File: src/rtl/edge_threshold_if.sv
// FIFO-side handshake bundle for the edge_threshold binarizer.
// slave is the binarizer itself; master is the surrounding FIFO pair.
interface edge_threshold_if #(
  parameter int unsigned DATA_WIDTH = 8
);
  logic [DATA_WIDTH-1:0] in_dout;
  logic                  in_empty;
  logic                  in_rd_en;
  logic [DATA_WIDTH-1:0] out_din;
  logic                  out_wr_en;
  logic                  out_full;

  modport master (
    output in_dout, in_empty, out_full,
    input  in_rd_en, out_din, out_wr_en
  );

  modport slave (
    input  in_dout, in_empty, out_full,
    output in_rd_en, out_din, out_wr_en
  );
endinterface

File: src/rtl/edge_threshold.sv
// Binarizes a raster stream of gradient magnitudes, zeroes the one-pixel frame border
// and reports the number of edge pixels in each completed frame.
module edge_threshold #(
  parameter int unsigned WIDTH      = 720,
  parameter int unsigned HEIGHT     = 540,
  parameter int unsigned DATA_WIDTH = 8,
  parameter int unsigned THRESHOLD  = 64,
  parameter int unsigned CNT_WIDTH  = $clog2(WIDTH * HEIGHT + 1)
) (
  input  logic                 clk_i,
  input  logic                 rst_i,
  edge_threshold_if.slave      bus_io,
  output logic [CNT_WIDTH-1:0] edge_count_o,
  output logic                 frame_done_o
);

  localparam int unsigned ColW = $clog2(WIDTH);
  localparam int unsigned RowW = $clog2(HEIGHT);
  localparam logic [ColW-1:0] ColLast = ColW'(WIDTH - 1);
  localparam logic [RowW-1:0] RowLast = RowW'(HEIGHT - 1);
  localparam logic [DATA_WIDTH-1:0] Thresh = DATA_WIDTH'(THRESHOLD);

  typedef enum logic {StIdle, StHold} state_e;

  state_e                  state_q, state_d;
  logic [DATA_WIDTH-1:0]   hold_data_q, hold_data_d;
  logic [ColW-1:0]         col_q, col_d;
  logic [RowW-1:0]         row_q, row_d;
  logic [CNT_WIDTH-1:0]    run_cnt_q, run_cnt_d;
  logic [CNT_WIDTH-1:0]    edge_count_q, edge_count_d;
  logic                    frame_done_q, frame_done_d;

  logic                    hold_valid;
  logic                    pop;
  logic                    push;
  logic                    is_border;
  logic                    is_last;
  logic                    pix_edge;
  logic [DATA_WIDTH-1:0]   pix;

  always_comb begin
    hold_valid = (state_q == StHold);
    push       = hold_valid && !bus_io.out_full;
    // Reset gates the pop so the upstream FIFO is never drained while held in reset.
    pop        = !rst_i && !bus_io.in_empty && (!hold_valid || !bus_io.out_full);
    is_border  = (row_q == '0) || (row_q == RowLast) || (col_q == '0) || (col_q == ColLast);
    is_last    = (row_q == RowLast) && (col_q == ColLast);
    pix_edge   = !is_border && (bus_io.in_dout >= Thresh);
    pix        = pix_edge ? '1 : '0;
  end

  always_comb begin
    state_d      = state_q;
    hold_data_d  = hold_data_q;
    col_d        = col_q;
    row_d        = row_q;
    run_cnt_d    = run_cnt_q;
    edge_count_d = edge_count_q;
    frame_done_d = 1'b0;

    unique case (state_q)
      StIdle: if (pop) state_d = StHold;
      StHold: if (push && !pop) state_d = StIdle;
      default: state_d = StIdle;
    endcase

    if (pop) begin
      hold_data_d = pix;
      if (col_q == ColLast) begin
        col_d = '0;
        row_d = (row_q == RowLast) ? '0 : row_q + RowW'(1);
      end else begin
        col_d = col_q + ColW'(1);
      end
      if (is_last) begin
        edge_count_d = run_cnt_q + CNT_WIDTH'(pix_edge);
        run_cnt_d    = '0;
        frame_done_d = 1'b1;
      end else begin
        run_cnt_d = run_cnt_q + CNT_WIDTH'(pix_edge);
      end
    end
  end

  always_ff @(posedge clk_i or posedge rst_i) begin
    if (rst_i) begin
      state_q      <= StIdle;
      hold_data_q  <= '0;
      col_q        <= '0;
      row_q        <= '0;
      run_cnt_q    <= '0;
      edge_count_q <= '0;
      frame_done_q <= 1'b0;
    end else begin
      state_q      <= state_d;
      hold_data_q  <= hold_data_d;
      col_q        <= col_d;
      row_q        <= row_d;
      run_cnt_q    <= run_cnt_d;
      edge_count_q <= edge_count_d;
      frame_done_q <= frame_done_d;
    end
  end

  assign bus_io.in_rd_en  = pop;
  assign bus_io.out_wr_en = push;
  assign bus_io.out_din   = hold_data_q;
  assign edge_count_o     = edge_count_q;
  assign frame_done_o     = frame_done_q;

endmodule

File: src/flat_wrapper.sv
// flat-port wrapper written by rule: the top's interface ports become plain ports
module edge_threshold_flat 
#(
  parameter int unsigned WIDTH      = 720,
  parameter int unsigned HEIGHT     = 540,
  parameter int unsigned DATA_WIDTH = 8,
  parameter int unsigned THRESHOLD  = 64,
  parameter int unsigned CNT_WIDTH  = $clog2(WIDTH * HEIGHT + 1)
)
  (clk_i, rst_i, edge_count_o, frame_done_o, bus_io_in_dout, bus_io_in_empty, bus_io_out_full, bus_io_in_rd_en, bus_io_out_din, bus_io_out_wr_en);
  edge_threshold_if #(.DATA_WIDTH(DATA_WIDTH)) bus_io_i ();
  input  logic clk_i;
  input  logic rst_i;
  output logic [CNT_WIDTH-1:0] edge_count_o;
  output logic frame_done_o;
  input wire logic [$bits(bus_io_i.in_dout)-1:0] bus_io_in_dout;
  input wire logic [$bits(bus_io_i.in_empty)-1:0] bus_io_in_empty;
  input wire logic [$bits(bus_io_i.out_full)-1:0] bus_io_out_full;
  output wire logic [$bits(bus_io_i.in_rd_en)-1:0] bus_io_in_rd_en;
  output wire logic [$bits(bus_io_i.out_din)-1:0] bus_io_out_din;
  output wire logic [$bits(bus_io_i.out_wr_en)-1:0] bus_io_out_wr_en;
  assign bus_io_i.in_dout = bus_io_in_dout;
  assign bus_io_i.in_empty = bus_io_in_empty;
  assign bus_io_i.out_full = bus_io_out_full;
  assign bus_io_in_rd_en = bus_io_i.in_rd_en;
  assign bus_io_out_din = bus_io_i.out_din;
  assign bus_io_out_wr_en = bus_io_i.out_wr_en;
  edge_threshold #(.WIDTH(WIDTH), .HEIGHT(HEIGHT), .DATA_WIDTH(DATA_WIDTH), .THRESHOLD(THRESHOLD), .CNT_WIDTH(CNT_WIDTH)) u_core (.clk_i(clk_i), .rst_i(rst_i), .bus_io(bus_io_i), .edge_count_o(edge_count_o), .frame_done_o(frame_done_o));
endmodule
File: config.mk
export PLATFORM = sky130hd
export DESIGN_NAME = edge_threshold_flat
export DESIGN_NICKNAME = d
export VERILOG_FILES = /design/src/rtl/edge_threshold_if.sv /design/src/rtl/edge_threshold.sv /design/src/flat_wrapper.sv
export SDC_FILE = /design/constraint.sdc
export NUM_CORES = 1
export LEC_CHECK = 0
export BUFFER_PORTS_ARGS = -buffer_cell sky130_fd_sc_hd__buf_4
export CAP_MARGIN = 10
export CORE_MARGIN = 1.5
export CORE_UTILIZATION = 55
export DETAILED_ROUTE_END_ITERATION = 7
export PLACE_DENSITY = 0.78
export SYNTH_ARGS = -nofsm -noshare
export SYNTH_HDL_FRONTEND = slang
export SYNTH_SLANG_ARGS = --single-unit
File: constraint.sdc
create_clock -name clk_i -period 5.11 [get_ports clk_i]
set_input_delay 0.511 -clock clk_i [delete_from_list [all_inputs] [get_ports clk_i]]
set_output_delay 0.511 -clock clk_i [all_outputs]
set_load 0.05 [all_outputs]
# --- Yosys cells after proc, flatten, opt, wreduce, memory -nomap -nowiden ---
# Cells that the tools add are included.
totals:
  input_bits: 12
  output_inout_bits: 30
  wordCells: 43
  regBits: 68
classes:
  reduce_logical: 20
  n_lt_le_gt_ge: 1
  addsub: 3
  bitwise_logic: 1
  n_eq_ne: 2
  n_mux: 9
op_table:
  columns: ["operator", "n"]
  rows:
  - ["10-bit by 1-bit adder with 10-bit output (second input constant)", 2]
  - ["10-bit == test (second input constant)", 2]
  - ["10-bit zero test", 2]
  - ["10-bit two-way mux", 2]
  - ["19-bit by 1-bit adder with 19-bit output", 1]
  - ["19-bit two-way mux", 1]
  - ["8-bit by 7-bit >= comparator with 1-bit output (second input constant)", 1]
  - ["8-bit two-way mux", 1]
  - ["1-bit logical AND", 6]
  - ["1-bit zero test", 6]
  - ["1-bit logical OR", 4]
  - ["1-bit two-way mux", 4]
  - ["2-bit AND reduction", 2]
  - ["1-bit one-hot mux with 2 select lines", 1]
  - ["1-bit inverter", 1]

# --- Longest topological paths before layout ---
# Gate-level depths: netlist of run 1.
depth:
  word_depth: 8
  depth_mapped: 13
  ltp_nobuf: 12

# --- Worst setup path after synthesis of run 1 ---
# No wires, ideal clock.
synth_path:
  kind: "reg-to-reg"
  from: "register u_core.row_q[0]"
  to: "register u_core.edge_count_q[18], in the netlist u_core.edge_count_o[18]"
  setup_time_ps: 123
  period_less_slack_ps: 2886
  n_path_buf: 1
  path_slack_ps: 2224
  required_ps: 4987
  t_arrival_ps: 2763
  path_stages_with_launch: 14
  path_cell_list: "dfrtp_1 -> inv_1 -> ha_1 -> or4b_2 -> a211oi_1 -> nor4_1 -> ha_1 -> ha_1 -> and2_1 -> clkbuf_1 -> and3_1 -> nand4_1 -> xor2_1 -> a21oi_1"
synth_via:
  elab_chain_len: 7
  word_cells_on_any_way: 10
  cone_classes: "add/sub: 1; eq/ne: 1; reduce/logical: 8"
synth_lines:
  columns: ["item", "line_no", "source"]
  rows:
  - ["start, declared", "edge_threshold.sv:28", "logic [RowW-1:0] row_q, row_d;"]
  - ["start signal, assigned", "edge_threshold.sv:98", "row_q <= row_d;"]
  - ["10-bit == test / 10-bit zero test (equally long branches)", "edge_threshold.sv:46", "is_border = (row_q == '0) || (row_q == RowLast) || (col_q == '0) || (col_q == ColLast);"]
  - ["1-bit logical OR * (3 in a row)", "edge_threshold.sv:46", null]
  - ["1-bit zero test *", "edge_threshold.sv:48", "pix_edge = !is_border && (bus_io.in_dout >= Thresh);"]
  - ["1-bit logical AND *", "edge_threshold.sv:48", null]
  - ["net u_core.pix_edge", "edge_threshold.sv:38", "logic pix_edge;"]
  - ["19-bit by 1-bit adder with 19-bit output *", "edge_threshold.sv:76", "edge_count_d = run_cnt_q + CNT_WIDTH'(pix_edge);"]
  - ["end signal, assigned", "edge_threshold.sv:100", "edge_count_q <= edge_count_d;"]
  - ["end, declared", "edge_threshold.sv:30", "logic [CNT_WIDTH-1:0] edge_count_q, edge_count_d;"]
# The timed path passes the listed nets; every way through them passes the cells marked *.
# A chain may end at the register's enable or synchronous reset.

# --- Worst setup path after layout of run 1 ---
layout_path:
  from: "register u_core.col_q[4]"
  to: "register u_core.edge_count_q[10], in the netlist u_core.edge_count_o[10]"
layout_via:
  elab_chain_len: 6
  word_cells_on_any_way: 9
  cone_classes: "add/sub: 1; eq/ne: 1; reduce/logical: 7"
layout_lines:
  columns: ["item", "line_no", "source"]
  rows:
  - ["start, declared", "edge_threshold.sv:27", "logic [ColW-1:0] col_q, col_d;"]
  - ["start signal, assigned", "edge_threshold.sv:97", "col_q <= col_d;"]
  - ["10-bit zero test", "edge_threshold.sv:46", null]
  - ["1-bit logical OR", "edge_threshold.sv:46", null]
  - ["1-bit logical OR *", "edge_threshold.sv:46", null]
  - ["1-bit zero test *", "edge_threshold.sv:48", null]
  - ["1-bit logical AND *", "edge_threshold.sv:48", null]
  - ["net u_core.pix_edge", "edge_threshold.sv:38", null]
  - ["19-bit by 1-bit adder with 19-bit output *", "edge_threshold.sv:76", null]
# Marked as above.

==> results by group, run 1 <==
Outcome
  – Status: finished, final reports clean

Hold path
  – Hold Path Class: input port to flip-flop

Pwr
  – Pleak: between 0.0015 and 0.002 uW
  – Reg power frac: a little under half
  – VDD IR max: approximately 210 uV
  – Tot Pwr: roughly 1200 uW
  – NetSw: between 300 and 400 uW
  – Sw Share: between 30% and 40%
  – Combinational cell fraction of total power: a little under a fifth
  – Int Pwr: approximately 800 uW
  – Clock Power Share: between 30% and 40%
  – PwrDens: approximately 330 mW/mm^2

Synth
  – Adder-cell share of the synthesized area: under 10%
  – Synthesized flop and latch total: ~60
  – Synth Cell Area: 0.00320 sq mm
  – Compound-cell area share of the yosys netlist: between 10% and 20%
  – Asr flop ratio synth: 100%
  – Post-synthesis mux area share: approximately 1.9%
  – Synth Area in Simple Gates: between 20% and 30%
  – Synth top area share: between 40% and 50%
  – Yosys warning count: 0
  – Synth area leader: dfrtp_1
  – Register area share after synthesis: between 40% and 50%
  – Mapped Cells: about 340
  – Synth cell types: 51
  – Syn Nets: between 300 and 400
  – Avg Cell Area, Syn: between 9 and 10 sq um
  – EDFF count, synth: 0
  – Synth Flop Type: dfrtp_1
  – Largest family of logic cells by synthesized area: simple AND/OR/NAND/NOR gates
  – Xor/xnor cell area share of the yosys netlist: under 10%
  – Synth area leaders: dfrtp_1, nand2_1, xor2_1

GRT
  – Largest net degree at the start of global routing: just over 60
  – Global route overflow: 0
  – First-pass GRT wire length: roughly 11000 microns
  – Antenna violations before repair: 0
  – Vias in the first global route: approximately 2400
  – Overall routing resource usage: approximately 23%

Floorplan
  – Core ar.: about 0.0056 sq mm
  – Die W: about 79 microns
  – Ports: 42
  – Die area: 0.00628 sq mm
  – Die height: 79.3 microns
  – Starting Density: 57.4%
  – Num rows: 27

Critical path
  – Setup crit end kind: flip-flop
  – CP max stage delay: ~0.75 ns
  – FF-to-FF setup slack: 1.72 ns
  – Crit path buffers/inverters: 0
  – CP Data Required Time: 5.32 ns
  – Max FO, Critical Path: 14
  – CP Cell Sequence: or3_4 > nor3_2 > nor4_1 > ha_1 > ha_1 > and2_1 > nand3_1 > nor2_1 > xnor2_1 > a21oi_1
  – Setup Crit Path Kind: flip-flop to flip-flop
  – CP Launch Type: flip-flop
  – Most frequent CP cell: ha_1
  – Kind of cell adding the most delay to the critical path: simple AND/OR/NAND/NOR gates
  – CP max stage cell: nor3_2
  – CP arrival: between 3 and 4 ns

Clocking
  – CTS tree: done
  – Largest buffer count on any clock path: 2
  – Cts hold-fix bufs: 0
  – PostCTS Resize Cnt: 0
  – Sink Count: around 60
  – Worst-path clk slew: around 0.070 ns
  – Postcts setup bufs: 0
  – Inserted Clock Buffers: 9
  – Htree depth: 3
  – Clk Latency, worst-skew pair: around 0.35 ns
  – CTS root buffer: clkbuf_8

Timing
  – FMAX: 0.295 GHz
  – Fin worst setup slack: approximately 1.7 ns
  – Unrepaired setup endpoints after global routing: false
  – Worst-case hold slack: between 0.3 and 0.4 ns
  – Final setup fails: 0
  – Worst Tran Pin Value: ~0.92 ns
  – Worst Skew: around 0.0072 ns
  – Max_slew headroom: a little under 40%
  – Setup TNS: 0 ns
  – Final hold violation count: 0
  – Fin crit share: about two thirds
  – Final Max Tran Viols: 0
  – Final min period: around 3.4 ns

Drt
  – Post-DRT Antenna Nets: 0
  – Drc violations: 0
  – Starting DRC count in detailed routing: around 180
  – WL per Instance: 14.8 microns
  – Routed via count: roughly 2500
  – TritonRoute pass-1 iters: 5
  – Post-DR vias/cell: about 5.7
  – DRT Wirelength: around 6500 microns

Layout
  – Ratio of cells with drive above 1 in the final layout: roughly 16%
  – Area grow syn2layout: 12.3%
  – Final std cells w/o fill: between 400 and 500
  – ANT cells: 0
  – Final Net Count: ~380

Place
  – Pre-CTS setup slack: between 1.5 and 2 ns
  – Routability cong.: between 0.7 and 0.8
  – Number of port buffers: 35
  – HPWL after DPL: between 4000 and 5000 microns
  – Cell count after placement: 421

Job
  – Number of max-cap violations: 0
## cells in the mapped netlist, types with 3 or more instances
master,number
dfrtp_1,61
nand2_1,48
nor2_1,19
o21ai_0,19
o21ai_1,16
nand3_1,14
xor2_1,14
inv_1,12
nand4_1,12
xnor2_1,12
a21oi_1,11
buf_4,10
clkbuf_1,8
and3_1,7
buf_2,7
o31ai_1,7
ha_1,6
mux2i_1,5
nor3_1,4
a22o_1,3
a22oi_1,3
nand2b_1,3
nor4_1,3
## power by group through the flow
stage                     Clock [uW]  Combinational (uW)  Sequential, uW
final                            402                 218             572
after global routing             429                 243             581
after CTS                        411                 220             571
after detailed placement           0                 219             580
after global placement             0                 213             576
after floorplan                    0                 185             571
## final cells by class
type	instances	area (sq um)
inverters	13	48.8
well taps	72	90.1
flip-flops and latches	61	1530
repair buffers	36	270
clock inverters	2	35.0
fillers	488	1980
multi-input cells	239	1480
clock buffers	13	139
## kinds of logic after synthesis
family / after synthesis
flops: 61
xor+xnor: 26
mux: 6
compound gates: 72
simple gates: 129
buf+inv: 38
fa+ha+maj: 6
## path summary, 6_finish.rpt
path                                         startpoint  cells past startpoint                       to
worst max-delay path                    u_core.col_q[4]                     10  u_core.edge_count_o[10]
worst min-delay path                    bus_io_in_empty                      2        u_core.hold_valid
worst max register to register          u_core.col_q[4]                     10  u_core.edge_count_o[10]
worst min register to register  u_core.edge_count_o[16]                      2  u_core.edge_count_o[16]
max in group asynchronous                         rst_i                      3   u_core.edge_count_o[3]
min in group asynchronous                         rst_i                      3      u_core.run_cnt_q[3]
## worst register-to-register path, stage by stage, from the launching register on
cell,delay (ns)
dfrtp_1,0.41
or3_4,0.44
nor3_2,0.75
nor4_1,0.21
ha_1,0.29
ha_1,0.25
and2_1,0.28
nand3_1,0.23
nor2_1,0.11
xnor2_1,0.20
a21oi_1,0.10
## cells in the final DEF (no fill, tap or decap), types with 3 or more instances in the layout
master	Yosys	layout
nor2_1	19	19
nor3_1	4	4
mux2i_1	5	5
xor2_1	14	14
inv_1	12	11
nand2b_1	3	3
clkbuf_8	0	9
ha_1	6	6
nor4_1	3	3
a22o_1	3	3
a22oi_1	3	3
a21oi_1	11	11
nand2_1	48	48
dfrtp_1	61	61
xnor2_1	12	12
clkbuf_1	8	4
o21ai_1	16	16
and3_1	7	7
o21ai_0	19	19
o31ai_1	7	7
nand4_1	12	12
buf_4	10	36
nand3_1	14	14
## registers in the layout (all words and copies together), names as in the netlist
signal                 flops
u_core.edge_count_o       19
u_core.row_q              10
u_core.col_q              10
u_core.hold_valid          1
u_core.bus_io.out_din      1
u_core.run_cnt_q          19
u_core.frame_done_o        1
## stage by stage
step	cell area [sq um]	util, %
after floorplan	3200	-
final	3590	64.4
after detailed placement	3420	61.3
after global routing	3590	64.4
after global placement	3420	61.3
after CTS	3590	64.4
## metal layers
| layer | routed length [microns] | vias up | GRT usage, % |
|---|---|---|---|
| met5 | 0 | - | 0 |
| met1 | 2970 | 1209 | 29.5 |
| met4 | 85 | 0 | 5.79 |
| met3 | 255 | 12 | 7.47 |
| li1 | - | 1221 | - |
| met2 | 3160 | 49 | 38.4 |
No activity file was read; power rests on OpenSTA's default activity.
==> run 2, diff against run 1 <==
- ABC_AREA: unset -> 1
- CORE_UTILIZATION: 55 -> 52
- PLACE_DENSITY: 0.78 -> 0.77
- clock period: 5.11 -> 2.8 ns (I/O delays scaled with it)
==> run 2 against run 1 <==
  * Wire length grew 2.8%
  * Sequential power grew 89%
  * Design area grew 6.3%
  * Cell count grew 25%
  * Combinational power grew 90%
  * Hold slack lost 0.21 ns
  * Critical endpoint is now u_core.run_cnt_q[14]
==> results by group, run 2 <==
Drt
  – Drc violations: 0
  – Post-DR vias/cell: slightly above 5
  – Routed via count: 2773
  – Post-DRT Antenna Nets: 0
  – TritonRoute pass-1 iters: 4
  – Starting DRC count in detailed routing: approximately 180
  – DRT Wirelength: 6660 microns
  – WL per Instance: approximately 12 microns

Critical path
  – CP max stage cell: dfrtp_1
  – Max FO, Critical Path: 5
  – Setup Crit Path Kind: flip-flop to flip-flop
  – CP max stage delay: between 0.4 and 0.5 ns
  – FF-to-FF End: u_core.run_cnt_q[14]
  – CP Cell Sequence: ha_1 > nand2_1 > nor2_2 > nand3_4 > nand2_1 > nor2_1 > and2_1 > ha_1 > ha_1 > nand3_1 > nor2_1 > nand3_1 > xnor2_1 > nand2_1 > nand2_1
  – Kind of cell adding the most delay to the critical path: simple AND/OR/NAND/NOR gates
  – CP Capture Point: u_core.run_cnt_q[14]
  – R2R cell count: 15
  – CP Launch Type: flip-flop
  – CP Data Required Time: approximately 3.1 ns
  – Worst Setup SP: u_core.row_q[0]
  – Levels on crit path: 15
  – FF-to-FF setup slack: approximately 0.23 ns
  – Reg2reg start: u_core.row_q[0]
  – Setup crit end kind: flip-flop
  – CP arrival: about 2.9 ns
  – Crit path buffers/inverters: 0
  – Most frequent CP cell: nand2_1

Clocking
  – Htree depth: 3
  – Postcts setup bufs: 0
  – Worst-path clk slew: approximately 0.07 ns
  – CTS tree: done
  – Largest buffer count on any clock path: 2
  – Inserted Clock Buffers: 9
  – CTS root buffer: clkbuf_8
  – Cts hold-fix bufs: 0
  – Clk Latency, worst-skew pair: between 0.3 and 0.4 ns
  – Sink Count: 61

Synth
  – Synth Flop Type: dfrtp_1
  – Register area share after synthesis: approximately 46%
  – Top post-synthesis cells by count: nand2_1, dfrtp_1, nor2_1
  – Asr flop ratio synth: 100%
  – Yosys warning count: 0
  – Mapped Cells: roughly 430
  – EDFF count, synth: 0
  – Synthesized flop and latch total: 61
  – Synth area leaders: dfrtp_1, nand2_1, nor2_1
  – Syn Nets: 449
  – Cell with the most instances after synthesis: nand2_1
  – Synth area leader: dfrtp_1
  – Synth top area share: about 46%
  – Synth Cell Area: 0.00333 sq mm
  – Synth cell types: 34
  – Avg Cell Area, Syn: 7.72 sq um

Layout
  – Most common cell after layout, fill and taps aside: nand2_1
  – Multi-input logic area: roughly 0.0015 sq mm
  – Ratio of cells with drive above 1 in the final layout: between 15 and 20%
  – ANT cells: 0
  – Area grow syn2layout: 14.7%
  – Final Net Count: slightly below 500
  – Fillers: 528
  – FF/Latch Area: ~0.0015 sq mm
  – Commonest non-fill, non-tap cells in the layout: nand2_1, dfrtp_1, nor2_1

Timing
  – Setup TNS: 0 ns
  – Worst-case hold slack: 0.145 ns
  – Final hold violation count: 0
  – Final Max Tran Viols: 0
  – FMAX: approximately 0.39 GHz
  – Unrepaired setup endpoints after global routing: false
  – Max_slew headroom: ~28%
  – Final setup fails: 0
  – Worst Skew: approximately 0.0087 ns
  – Final min period: about 2.6 ns
  – Worst Tran Pin Value: 1.07 ns
  – Fin crit share: 91.8%

Hold path
  – Hold Crit Start: bus_io_in_empty
  – Hold Path Class: input port to flip-flop

Place
  – Routability cong.: ~0.86
  – Number of port buffers: 35
  – HPWL after DPL: 4650 microns

Outcome
  – Status: finished, final reports clean

Pwr
  – Pleak: around 0.002 uW
  – VDD IR max: between 300 and 400 uV
  – Clock Power Share: between 30% and 40%
  – Reg power frac: between 40% and 50%
  – Tot Pwr: around 2400 uW
  – Combinational cell fraction of total power: around 18%
  – Int Pwr: 1650 uW
  – NetSw: approximately 720 uW
  – Sw Share: a little under a third
  – PwrDens: 621 mW/mm^2

Floorplan
  – Die area: slightly below 0.007 sq mm
  – Die height: slightly above 80 microns
  – Die W: approximately 83 microns
  – Num rows: 28
  – Starting Density: a little over half
  – Ports: between 40 and 50
  – Core ar.: roughly 0.006 sq mm

GRT
  – First-pass GRT wire length: between 10000 and 15000 microns
  – Largest net degree at the start of global routing: just over 60
  – Overall routing resource usage: about 21%
  – Vias in the first global route: roughly 2700
  – Global route overflow: 0
  – Antenna violations before repair: 0

Job
  – Number of max-cap violations: 0
[run 2: cell count changes in the layout (fill, tap and decap cells not counted), sizes merged, moves of 4 or more]
cell and delta:
xnor2 -8, nor3 -4, nand4 -5, nand3b +4, nor2 +29, nor4 -6
and3 -7, a21oi -11, mux2i -5, nand2 +116, o31ai -7, o21ai -6
inv +28, nand3 +13
[run 2: area by class of cell]
cell class                 count  share of cell area (%)
multi-input combinational    313                    39.8
tap                           75                    2.46
timing repair buffer          38                    7.47
sequential                    61                    40.0
clock inverter                 4                    1.83
clock buffer                  12                    4.06
inverter                      42                    4.36
[run 2: per-stage QoR]
stage               util (%)  cells  instance area, sq um  worst slack [ns]
finish                  63.0    545                  3820             0.229
detailed placement      59.2    529                  3590             0.253
floorplan                  -    431                  3330             0.329
global placement        59.2    529                  3590             0.272
global route            63.0    545                  3820            0.0324
CTS                     63.0    545                  3820             0.220
[run 2: kinds of logic after synthesis]
| family | share of synthesized area, % |
|---|---|
| and+or+nand+nor | 33.8 |
| AOI/OAI and AO/OA | 5.64 |
| buffers and inverters | 8.50 |
| adders and majority gates | 2.26 |
| xor gates and xnor gates | 3.95 |
| DFF | 45.9 |
[run 2: how the worst min path moves through the flow]
stage                                   end  cells past startpoint
global placement    u_core.edge_count_o[15]                      2
CTS                       u_core.hold_valid                      2
finish                    u_core.hold_valid                      2
detailed placement  u_core.edge_count_o[12]                      2
global route              u_core.hold_valid                      2
floorplan                 u_core.hold_valid                      1
[run 2: worst register-to-register path, cell delays in order (launching register included)]
cell and delay (ns):
dfrtp_1 0.41, ha_1 0.24, nand2_1 0.09, nor2_2 0.05, nand3_4 0.07, nand2_1 0.05
nor2_1 0.12, and2_1 0.16, ha_1 0.20, ha_1 0.27, nand3_1 0.15, nor2_1 0.19
nand3_1 0.14, xnor2_1 0.21, nand2_1 0.08, nand2_1 0.09
[run 2: routing by layer]
| layer | part of all wire [%] | up-vias | track usage [%] |
|---|---|---|---|
| met5 | 0 | - | 0 |
| met4 | 2.1 | 0 | 9.55 |
| met3 | 4.4 | 12 | 3.58 |
| met2 | 46 | 69 | 33.3 |
| met1 | 48 | 1287 | 27.6 |
| li1 | - | 1405 | - |
[run 2: power groups by stage]
stage | clock [uW] | combinational [uW] | sequential (uW)
floorplan | 0 | 352 | 1060
detailed placement | 0 | 410 | 1090
CTS | 898 | 414 | 1070
global route | 928 | 464 | 1090
global placement | 0 | 396 | 1090
finish | 883 | 414 | 1080
[run 2: what timing repair did]
action                     in CTS  in global routing
resized for setup               0                  1
setup endpoints to repair       0                  4
hold endpoints to repair        0                  0
==> run 3, diff against run 2 <==
- CORE_UTILIZATION: 52 -> 31
- PLACE_DENSITY: 0.77 -> 0.51
==> run 3 against run 2 <==
  * Fmax rose by 1.7%
  * Global-route usage fell by 7.2 points
  * Sequential power barely moved
  * Via count fell by 1.4%
  * Clock power fell by 11%
  * Worst setup slack improved by 0.044 ns
  * Clock skew rose by 0.00060 ns
  * Non-clock buffer count rose by 2
  * Register-to-register slack improved by 0.04 ns
  * First-iteration DRC count fell by 40%
  * Critical endpoint unchanged
==> results by group, run 3 (synthesis gave the netlist of run 2 again) <==
Drt
  – Starting DRC count in detailed routing: approximately 110
  – Post-DR vias/cell: approximately 4.5
  – Post-DRT Antenna Nets: 0
  – Drc violations: 0
  – TritonRoute pass-1 iters: 4
  – DRT Wirelength: 7130 microns
  – Routed via count: 2735
  – WL per Instance: around 12 microns

Pwr
  – VDD IR max: approximately 260 uV
  – Reg power frac: between 40 and 50%
  – Clock Power Share: between 30 and 40%
  – Tot Pwr: between 2000 and 2500 uW
  – Pleak: ~0.0020 uW
  – Sw Share: between 30% and 40%
  – Combinational cell fraction of total power: 18.0%
  – NetSw: between 700 and 800 uW
  – Int Pwr: between 1500 and 2000 uW
  – PwrDens: around 590 mW/mm^2

GRT
  – Overall routing resource usage: a little over an eighth
  – Vias in the first global route: 2712
  – First-pass GRT wire length: 12400 microns
  – Largest net degree at the start of global routing: a little over 60
  – Global route overflow: 0
  – Antenna violations before repair: 0

Critical path
  – Setup crit end kind: flip-flop
  – FF-to-FF setup slack: about 0.27 ns
  – CP Data Required Time: between 3 and 4 ns
  – CP arrival: ~2.8 ns
  – CP Launch Type: flip-flop
  – Max FO, Critical Path: 5
  – Setup Crit Path Kind: flip-flop to flip-flop

Job
  – Number of max-cap violations: 0

Timing
  – Worst Skew: about 0.0093 ns
  – Fin crit share: 90.2%
  – Fin worst setup slack: approximately 0.27 ns
  – Final min period: around 2.5 ns
  – Setup TNS: 0 ns
  – Final Max Tran Viols: 0
  – Final setup fails: 0
  – Max_slew headroom: ~29%
  – Worst-case hold slack: around 0.15 ns
  – Final hold violation count: 0
  – FMAX: slightly below 0.4 GHz
  – Unrepaired setup endpoints after global routing: false
  – Worst Tran Pin Value: 1.07 ns

Layout
  – Area grow syn2layout: 16.6%
  – Util after Layout: a little under two fifths
  – Final Net Count: a little under 500
  – Fillers: 1128
  – Most common cell after layout, fill and taps aside: nand2_1
  – Commonest non-fill, non-tap cells in the layout: nand2_1, dfrtp_1, nor2_1
  – ANT cells: 0
  – Ratio of cells with drive above 1 in the final layout: around 16%

Floorplan
  – Die area: between 0.01 and 0.015 sq mm
  – Num rows: 37
  – Starting Density: approximately 32%
  – Die W: around 110 microns
  – Core ar.: 0.0104 sq mm
  – Ports: 42
  – Die height: around 110 microns

Clocking
  – Clk Latency, worst-skew pair: 0.34 ns
  – CTS root buffer: clkbuf_8
  – Sink Count: a little over 60
  – Largest buffer count on any clock path: 2
  – Htree depth: 3
  – CTS tree: done
  – PostCTS Resize Cnt: 0
  – Inserted Clock Buffers: 9
  – Postcts setup bufs: 0
  – Cts hold-fix bufs: 0
  – Worst-path clk slew: 0.07 ns

Outcome
  – Status: finished, final reports clean

Place
  – HPWL after DPL: roughly 5000 microns
  – Number of port buffers: 35
  – Pre-CTS setup slack: roughly 0.21 ns
  – Routability cong.: between 0.7 and 0.8

Hold path
  – Hold Path Class: input port to flip-flop
[run 3: power groups by stage]
stage	registers [uW]	logic [uW]	clock network [uW]
after floorplan	1060	352	0
after global placement	1090	408	0
after detailed placement	1100	414	0
after CTS	1080	414	815
after global routing	1100	465	853
final	1080	410	783
[run 3: worst max-delay path: stages (launching register included)]
cell,delay (ns)
dfrtp_1,0.39
inv_1,0.07
ha_1,0.18
nor3b_1,0.13
nand3_1,0.10
nand2_1,0.05
nor2_1,0.12
and2_1,0.17
ha_1,0.20
ha_2,0.25
nand3_1,0.13
nor2_1,0.19
nand3_1,0.11
xnor2_1,0.22
nand2_1,0.08
nand2_1,0.09
[run 3: final cells by class]
cell class	count	area, sq um	area share (%)
sequential	61	1530	39.3
multi-input combinational	313	1520	39.3
timing repair buffer	40	300	7.74
tap	136	170	4.39
inverter	42	166	4.29
clock buffer	12	145	3.74
clock inverter	4	47.5	1.23
[run 3: per-stage QoR]
stage / cells / area, sq um
6_report: 608 / 3880
5_1_grt: 608 / 3880
4_1_cts: 608 / 3870
3_5_place_dp: 592 / 3680
3_3_place_gp: 592 / 3680
2_1_floorplan: 431 / 3330
[run 3: worst paths after layout]
kind                       cells past startpoint               startpoint                 endpoint
min in group asynchronous                      3                    rst_i   u_core.edge_count_o[5]
max in group asynchronous                      3                    rst_i   u_core.edge_count_o[1]
setup / recovery                              15          u_core.col_q[1]     u_core.run_cnt_q[14]
hold / removal                                 2          bus_io_in_empty        u_core.hold_valid
hold reg to reg                                2  u_core.edge_count_o[18]  u_core.edge_count_o[18]
setup reg to reg                              15          u_core.col_q[1]     u_core.run_cnt_q[14]
[run 3: per-layer routing]
metal	track usage, %	part of all wire [%]
met3	4.38	3.4
met5	0	0
met2	23.5	49
met4	3.43	0.80
met1	16.3	47
